File: src/rtl/piso_pkg.sv
// Shared types and constants for the piso8bit_tx serializer.
// Optional feature macro: PISO_PARITY_EN adds an even-parity bit after the data bits.
package piso_pkg;

    // Default parallel word width / number of data bits per frame.
    localparam int unsigned DATA_W_DEF = 8;

    // Bit counter must hold DATA_W itself, so it needs clog2(DATA_W+1) bits.
    function automatic int unsigned piso_cnt_w(input int unsigned data_w);
        return $clog2(data_w + 1);
    endfunction

    localparam int unsigned CNT_W_DEF = $clog2(DATA_W_DEF + 1);

`ifdef PISO_PARITY_EN
    typedef enum logic [1:0] {
        StIdle  = 2'd0,
        StShift = 2'd1,
        StPar   = 2'd2,
        StDone  = 2'd3
    } piso_state_e;
`else
    typedef enum logic [1:0] {
        StIdle  = 2'd0,
        StShift = 2'd1,
        StDone  = 2'd3
    } piso_state_e;
`endif

endpackage

File: src/rtl/piso_shreg.sv
// Data path of the serializer: the parallel-load shift register and its bit counter.
// Load wins over shift; reset wins over both.
module piso_shreg
    import piso_pkg::*;
#(
    parameter int unsigned DATA_W = DATA_W_DEF,
    parameter int unsigned CNT_W  = piso_cnt_w(DATA_W)
) (
    input  logic              clk,
    input  logic              reset,
    input  logic              i_load,
    input  logic [DATA_W-1:0] i_din,
    input  logic              i_shift,
    output logic              o_msb,
    output logic [CNT_W-1:0]  o_count
);

    logic [DATA_W-1:0] r_shreg;
    logic [CNT_W-1:0]  r_count;

    // Capture a new word and clear the count, or shift left with zero fill.
    always_ff @(posedge clk) begin
        if (!reset) begin
            r_shreg <= '0;
            r_count <= '0;
        end else if (i_load) begin
            r_shreg <= i_din;
            r_count <= '0;
        end else if (i_shift) begin
            r_shreg <= {r_shreg[DATA_W-2:0], 1'b0};
            r_count <= r_count + CNT_W'(1);
        end
    end

    assign o_msb   = r_shreg[DATA_W-1];
    assign o_count = r_count;

endmodule

File: src/rtl/piso8bit_tx.sv
// Parallel-in serial-out transmitter: accepts a word in IDLE, shifts it out MSB first
// under shift_en control, then pulses done for one cycle.
// Optional feature macro: PISO_PARITY_EN appends an even-parity bit (state PAR).
module piso8bit_tx
    import piso_pkg::*;
#(
    parameter int unsigned DATA_W = DATA_W_DEF
) (
    input  logic              clk,
    input  logic              reset,
    input  logic [DATA_W-1:0] din,
    input  logic              load_valid,
    output logic              load_ready,
    input  logic              shift_en,
    output logic              sout,
    output logic              sout_valid,
    output logic              done
);

    localparam int unsigned CntW = piso_cnt_w(DATA_W);
    // Count value seen while the last data bit is on sout.
    localparam logic [CntW-1:0] LastCnt = CntW'(DATA_W - 1);

    piso_state_e     r_state;
    piso_state_e     w_state_nxt;
    logic            w_load;
    logic            w_shift;
    logic            w_msb;
    logic [CntW-1:0] w_count;

    piso_shreg #(
        .DATA_W (DATA_W),
        .CNT_W  (CntW)
    ) u_shreg (
        .clk     (clk),
        .reset   (reset),
        .i_load  (w_load),
        .i_din   (din),
        .i_shift (w_shift),
        .o_msb   (w_msb),
        .o_count (w_count)
    );

`ifdef PISO_PARITY_EN
    logic r_parity;

    // Parity of the accepted word; din is not looked at again during the frame.
    always_ff @(posedge clk) begin
        if (!reset) begin
            r_parity <= 1'b0;
        end else if (w_load) begin
            r_parity <= ^din;
        end
    end
`endif

    // State register; reset aborts any frame in flight.
    always_ff @(posedge clk) begin
        if (!reset) begin
            r_state <= StIdle;
        end else begin
            r_state <= w_state_nxt;
        end
    end

    // Next-state, data path controls and Moore-style outputs.
    always_comb begin
        w_state_nxt = r_state;
        w_load      = 1'b0;
        w_shift     = 1'b0;
        load_ready  = 1'b0;
        sout        = 1'b0;
        sout_valid  = 1'b0;
        done        = 1'b0;
        case (r_state)
            StIdle: begin
                load_ready = 1'b1;
                if (load_valid) begin
                    w_load      = 1'b1;
                    w_state_nxt = StShift;
                end
            end
            StShift: begin
                sout       = w_msb;
                sout_valid = 1'b1;
                if (shift_en) begin
                    w_shift = 1'b1;
                    if (w_count == LastCnt) begin
`ifdef PISO_PARITY_EN
                        w_state_nxt = StPar;
`else
                        w_state_nxt = StDone;
`endif
                    end
                end
            end
`ifdef PISO_PARITY_EN
            StPar: begin
                sout       = r_parity;
                sout_valid = 1'b1;
                if (shift_en) begin
                    w_state_nxt = StDone;
                end
            end
`endif
            StDone: begin
                done        = 1'b1;
                w_state_nxt = StIdle;
            end
            default: begin
                w_state_nxt = StIdle;
            end
        endcase
    end

endmodule

File: config.mk
export PLATFORM = sky130hd
export DESIGN_NAME = piso8bit_tx
export DESIGN_NICKNAME = d
export VERILOG_FILES = /design/src/rtl/piso_pkg.sv /design/src/rtl/piso_shreg.sv /design/src/rtl/piso8bit_tx.sv
export SDC_FILE = /design/constraint.sdc
export NUM_CORES = 1
export LEC_CHECK = 0
export CAP_MARGIN = 5
export CORE_MARGIN = 2
export CORE_UTILIZATION = 41
export DETAILED_ROUTE_END_ITERATION = 7
export GPL_ROUTABILITY_DRIVEN = 0
export PLACE_DENSITY_LB_ADDON = 0.08
export RECOVER_POWER = 50
export SYNTH_ARGS = -nofsm -noshare
export SYNTH_HDL_FRONTEND = slang
export SYNTH_SLANG_ARGS = --single-unit
export TNS_END_PERCENT = 20
File: constraint.sdc
create_clock -name clk -period 1.17 [get_ports clk]
set_input_delay 0.234 -clock clk [delete_from_list [all_inputs] [get_ports clk]]
set_output_delay 0.234 -clock clk [all_outputs]
set_load 0.05 [all_outputs]
==> report_table.html <==
<table>
<tr><th>Metric</th><th>Value</th></tr>
<tr><th colspan="2">Final layout</th></tr>
<tr><td>Share of cells above drive strength 1</td><td>35.4%</td></tr>
<tr><td>Area overhead of the layout relative to synthesis</td><td>56.7%</td></tr>
<tr><td>Final instance area</td><td>1020 µm²</td></tr>
<tr><td>Inserted Diodes</td><td>0</td></tr>
<tr><td>Final net count</td><td>114</td></tr>
<tr><td>Total of fill cells in the finished design</td><td>131</td></tr>
<tr><th colspan="2">Timing</th></tr>
<tr><td>Tightest Pin Transition</td><td>0.191 ns</td></tr>
<tr><td>Final number of max-transition violations</td><td>0</td></tr>
<tr><td>Final worst path period share</td><td>115%</td></tr>
<tr><td>Achievable clock frequency</td><td>744 MHz</td></tr>
<tr><td>Setup tns final</td><td>-1.07 ns</td></tr>
<tr><td>Unrepaired setup endpoints after global routing</td><td>true</td></tr>
<tr><td>Max-slew headroom</td><td>87.3%</td></tr>
<tr><td>Final worst setup slack</td><td>-0.175 ns</td></tr>
<tr><td>Worst hold slack</td><td>0.432 ns</td></tr>
<tr><td>Min cycle time layout</td><td>1.34 ns</td></tr>
<tr><td>Total setup violations reported at the end of the flow</td><td>12</td></tr>
<tr><td>Number of failing hold endpoints at the final stage</td><td>0</td></tr>
<tr><td>Final Skew</td><td>0.00119 ns</td></tr>
<tr><th colspan="2">Synth</th></tr>
<tr><td>Number of synthesized flops with an enable pin</td><td>0</td></tr>
<tr><td>Number of flip-flops and latches in the synthesized netlist</td><td>14</td></tr>
<tr><td>Syn nets</td><td>85</td></tr>
<tr><td>Share of async-settable or async-resettable flops after synthesis</td><td>0%</td></tr>
<tr><td>Cell area after synthesis</td><td>653 µm²</td></tr>
<tr><td>Post-synthesis average cell area</td><td>9.07 µm²</td></tr>
<tr><td>Top flip-flop cell by instance count after synthesis</td><td>sky130_fd_sc_hd__dfxtp_1</td></tr>
<tr><td>Number of warnings issued by yosys</td><td>0</td></tr>
<tr><td>Top cells by area in the synthesized netlist</td><td>sky130_fd_sc_hd__dfxtp_1, sky130_fd_sc_hd__nand3_1, sky130_fd_sc_hd__nand2_1</td></tr>
<tr><td>Cell count after synthesis</td><td>72</td></tr>
<tr><td>Top post-synthesis cells by count</td><td>sky130_fd_sc_hd__dfxtp_1, sky130_fd_sc_hd__nand2_1, sky130_fd_sc_hd__nand3_1</td></tr>
<tr><td>Share of synthesized area occupied by flip-flops and latches</td><td>42.9%</td></tr>
<tr><td>Top-count cell post-synth</td><td>sky130_fd_sc_hd__dfxtp_1</td></tr>
<tr><td>Most area-hungry cell type in the Yosys netlist</td><td>sky130_fd_sc_hd__dfxtp_1</td></tr>
<tr><td>Cell variety after synth</td><td>28</td></tr>
<tr><td>Post-synth top area share</td><td>42.9%</td></tr>
<tr><th colspan="2">Power</th></tr>
<tr><td>Pwr Density</td><td>961 nW/µm²</td></tr>
<tr><td>Power Total</td><td>0.984 mW</td></tr>
<tr><td>Worst voltage drop across the vdd grid</td><td>0.00106 V</td></tr>
<tr><td>Internal Power</td><td>0.739 mW</td></tr>
<tr><td>Logic gate share of total power</td><td>22.9%</td></tr>
<tr><td>Clock share of power</td><td>25.4%</td></tr>
<tr><td>Sequential group share of total power</td><td>51.7%</td></tr>
<tr><td>Power dissipated by switching net loads</td><td>0.244 mW</td></tr>
<tr><td>Static leakage</td><td>0.409 nW</td></tr>
<tr><td>Switching Share</td><td>24.9%</td></tr>
<tr><th colspan="2">Die</th></tr>
<tr><td>Starting density of the core</td><td>43.4%</td></tr>
<tr><td>Standard cell core area</td><td>1510 µm²</td></tr>
<tr><td>Horiz. Die Dim</td><td>43.9 µm</td></tr>
<tr><td>I/O pin count</td><td>16</td></tr>
<tr><td>Area of the die</td><td>1930 µm²</td></tr>
<tr><td>Row count</td><td>14</td></tr>
<tr><td>Die extent in y</td><td>43.9 µm</td></tr>
<tr><th colspan="2">Worst setup path</th></tr>
<tr><td>Crit path capture type</td><td>output port</td></tr>
<tr><td>Endpoint required time on the critical path</td><td>0.94 ns</td></tr>
<tr><td>Critical Setup Path Class</td><td>reg2out</td></tr>
<tr><td>Max FO, Critical Path</td><td>4</td></tr>
<tr><td>Depth of the most critical reg-to-reg path</td><td>4</td></tr>
<tr><td>Worst Setup Start Kind</td><td>flop</td></tr>
<tr><td>Critical path data arrival time</td><td>1.11 ns</td></tr>
<tr><th colspan="2">Clock network</th></tr>
<tr><td>Buffer cell driving the clock tree root</td><td>sky130_fd_sc_hd__clkbuf_4</td></tr>
<tr><td>TritonCTS clock tree</td><td>built</td></tr>
<tr><td>Source-to-sink clock delay at the later pin of the worst-skew pair</td><td>0.26 ns</td></tr>
<tr><td>Post-CTS Hold Buffers</td><td>0</td></tr>
<tr><td>Total clock buffers created by CTS</td><td>3</td></tr>
<tr><td>Number of sinks driven by the clock tree</td><td>14</td></tr>
<tr><td>Bufs on Longest Clock Path</td><td>2</td></tr>
<tr><td>Depth of the CTS H-tree</td><td>1</td></tr>
<tr><td>Register clock-pin slew on the reported worst setup and hold paths</td><td>0.08 ns</td></tr>
<tr><th colspan="2">Route</th></tr>
<tr><td>Via count</td><td>597</td></tr>
<tr><td>Starting DRC count in detailed routing</td><td>9</td></tr>
<tr><td>Vias/cell</td><td>5.19</td></tr>
<tr><td>Total wire length after detailed routing</td><td>1320 µm</td></tr>
<tr><td>DRC violation count after routing</td><td>0</td></tr>
<tr><td>Wire length per cell</td><td>11.5 µm</td></tr>
<tr><td>Antenna Nets Post-Route</td><td>0</td></tr>
<tr><td>Number of detailed-routing iterations run before antenna repair</td><td>4</td></tr>
<tr><th colspan="2">Global routing</th></tr>
<tr><td>Wire length of the first global-routing pass</td><td>2330 µm</td></tr>
<tr><td>Number of global-route vias before repair</td><td>549</td></tr>
<tr><td>Pin count of the biggest net entering global routing</td><td>20</td></tr>
<tr><td>Global routing usage summed across all routing layers</td><td>16.5%</td></tr>
<tr><td>Initial antenna violation count</td><td>0</td></tr>
<tr><td>Final global-route overflow total</td><td>0</td></tr>
<tr><th colspan="2">Flow run</th></tr>
<tr><td>Count of max-cap constraint violations</td><td>0</td></tr>
<tr><th colspan="2">Worst hold path</th></tr>
<tr><td>Hold depth</td><td>1</td></tr>
<tr><td>Path category of the worst min-delay check</td><td>reg2reg</td></tr>
<tr><th colspan="2">Placement</th></tr>
<tr><td>Post-DP HPWL</td><td>1000 µm</td></tr>
<tr><td>Placement Cell Area</td><td>942 µm²</td></tr>
<tr><td>Port bufs</td><td>15</td></tr>
<tr><th colspan="2">Run status</th></tr>
<tr><td>Result of the run</td><td>finished, violations left</td></tr>
<tr><td>Failing checks</td><td>setup timing</td></tr>
</table>
[kinds of logic after synthesis]
logic type                 share of synthesized area [%]
buffers and inverters                               5.55
and+or+nand+nor                                     33.3
AOI/OAI and AO/OA                                   13.6
DFF                                                 42.9
adders and majority gates                           1.92
xor gates and xnor gates                            2.68
[layout make-up]
class | instances | area, µm² | share of cell area, %
sequential | 14 | 288 | 28.1
multi-input combinational | 53 | 374 | 36.6
timing repair buffer | 29 | 319 | 31.2
tap | 16 | 20.0 | 1.96
clock buffer | 3 | 22.5 | 2.20
[layer usage]
layer / global-route usage, % / part of all wire (%)
met1: 21.7 / 49
met5: 0 / 0
met4: 5.45 / 0
met3: 5.00 / 3.6
met2: 25.9 / 48
[stage by stage]
step	setup slack [ns]	cells	utilization, %
4_1_cts	-0.194	115	66.5
3_5_place_dp	-0.363	110	62.5
6_report	-0.175	115	67.9
2_1_floorplan	-0.143	72	-
3_3_place_gp	-0.313	110	62.5
5_1_grt	-0.236	115	67.9
[power groups by stage]
stage | clock network [mW] | logic [mW] | registers [mW]
floorplan | 0 | 0.108 | 0.518
global placement | 0 | 0.203 | 0.524
detailed placement | 0 | 0.206 | 0.526
CTS | 0.263 | 0.220 | 0.508
global route | 0.285 | 0.243 | 0.511
finish | 0.250 | 0.225 | 0.508
[path summary, 6_finish.rpt]
path,from,end,slack (ns)
max,r_state[1]$_SDFFE_PN0P_,load_ready,-0.17
min,u_shreg.o_count[3]$_SDFFE_PP0P_,r_state[1]$_SDFFE_PN0P_,0.43
max reg2reg,r_state[0]$_SDFFE_PN0P_,u_shreg.r_shreg[4]$_SDFFE_PN0P_,-0.11
min reg2reg,u_shreg.o_count[3]$_SDFFE_PP0P_,r_state[1]$_SDFFE_PN0P_,0.43
[flip-flops by register name, summed over array words and instances (netlist names)]
| name | flops |
|---|---|
| u_shreg.o_count | 4 |
| u_shreg.r_shreg | 8 |
| r_state | 2 |
[critical path, stage by stage (launching register included)]
cell and delay [ns]:
sky130_fd_sc_hd__dfxtp_4 0.36, sky130_fd_sc_hd__buf_4 0.13, sky130_fd_sc_hd__buf_4 0.13, sky130_fd_sc_hd__nor2_4 0.09
sky130_fd_sc_hd__buf_12 0.14
[cell usage in the layout (no fill, tap or decap), types with 2 or more instances in the layout]
| cell type | synthesis | final |
|---|---|---|
| sky130_fd_sc_hd__nor2_1 | 4 | 3 |
| sky130_fd_sc_hd__a21oi_1 | 3 | 3 |
| sky130_fd_sc_hd__dfxtp_1 | 14 | 12 |
| sky130_fd_sc_hd__o221ai_1 | 4 | 4 |
| sky130_fd_sc_hd__o21ai_1 | 1 | 3 |
| sky130_fd_sc_hd__o211ai_1 | 2 | 2 |
| sky130_fd_sc_hd__and2_4 | 0 | 2 |
| sky130_fd_sc_hd__clkbuf_4 | 0 | 3 |
| sky130_fd_sc_hd__nand2_1 | 11 | 10 |
| sky130_fd_sc_hd__dfxtp_4 | 0 | 2 |
| sky130_fd_sc_hd__buf_4 | 2 | 10 |
| sky130_fd_sc_hd__buf_12 | 0 | 5 |
| sky130_fd_sc_hd__nand2_4 | 1 | 2 |
| sky130_fd_sc_hd__clkdlybuf4s50_1 | 0 | 11 |
| sky130_fd_sc_hd__buf_6 | 1 | 3 |
| sky130_fd_sc_hd__nand3_1 | 9 | 7 |
| sky130_fd_sc_hd__nand3_2 | 0 | 2 |
[repair_timing]
action	CTS	global route
buffers inserted	2	0
hold endpoints to repair	0	0
pin swaps	10	1
gates resized for setup	10	5
setup endpoints to repair	14	16
No activity file was read; power rests on OpenSTA's default activity.
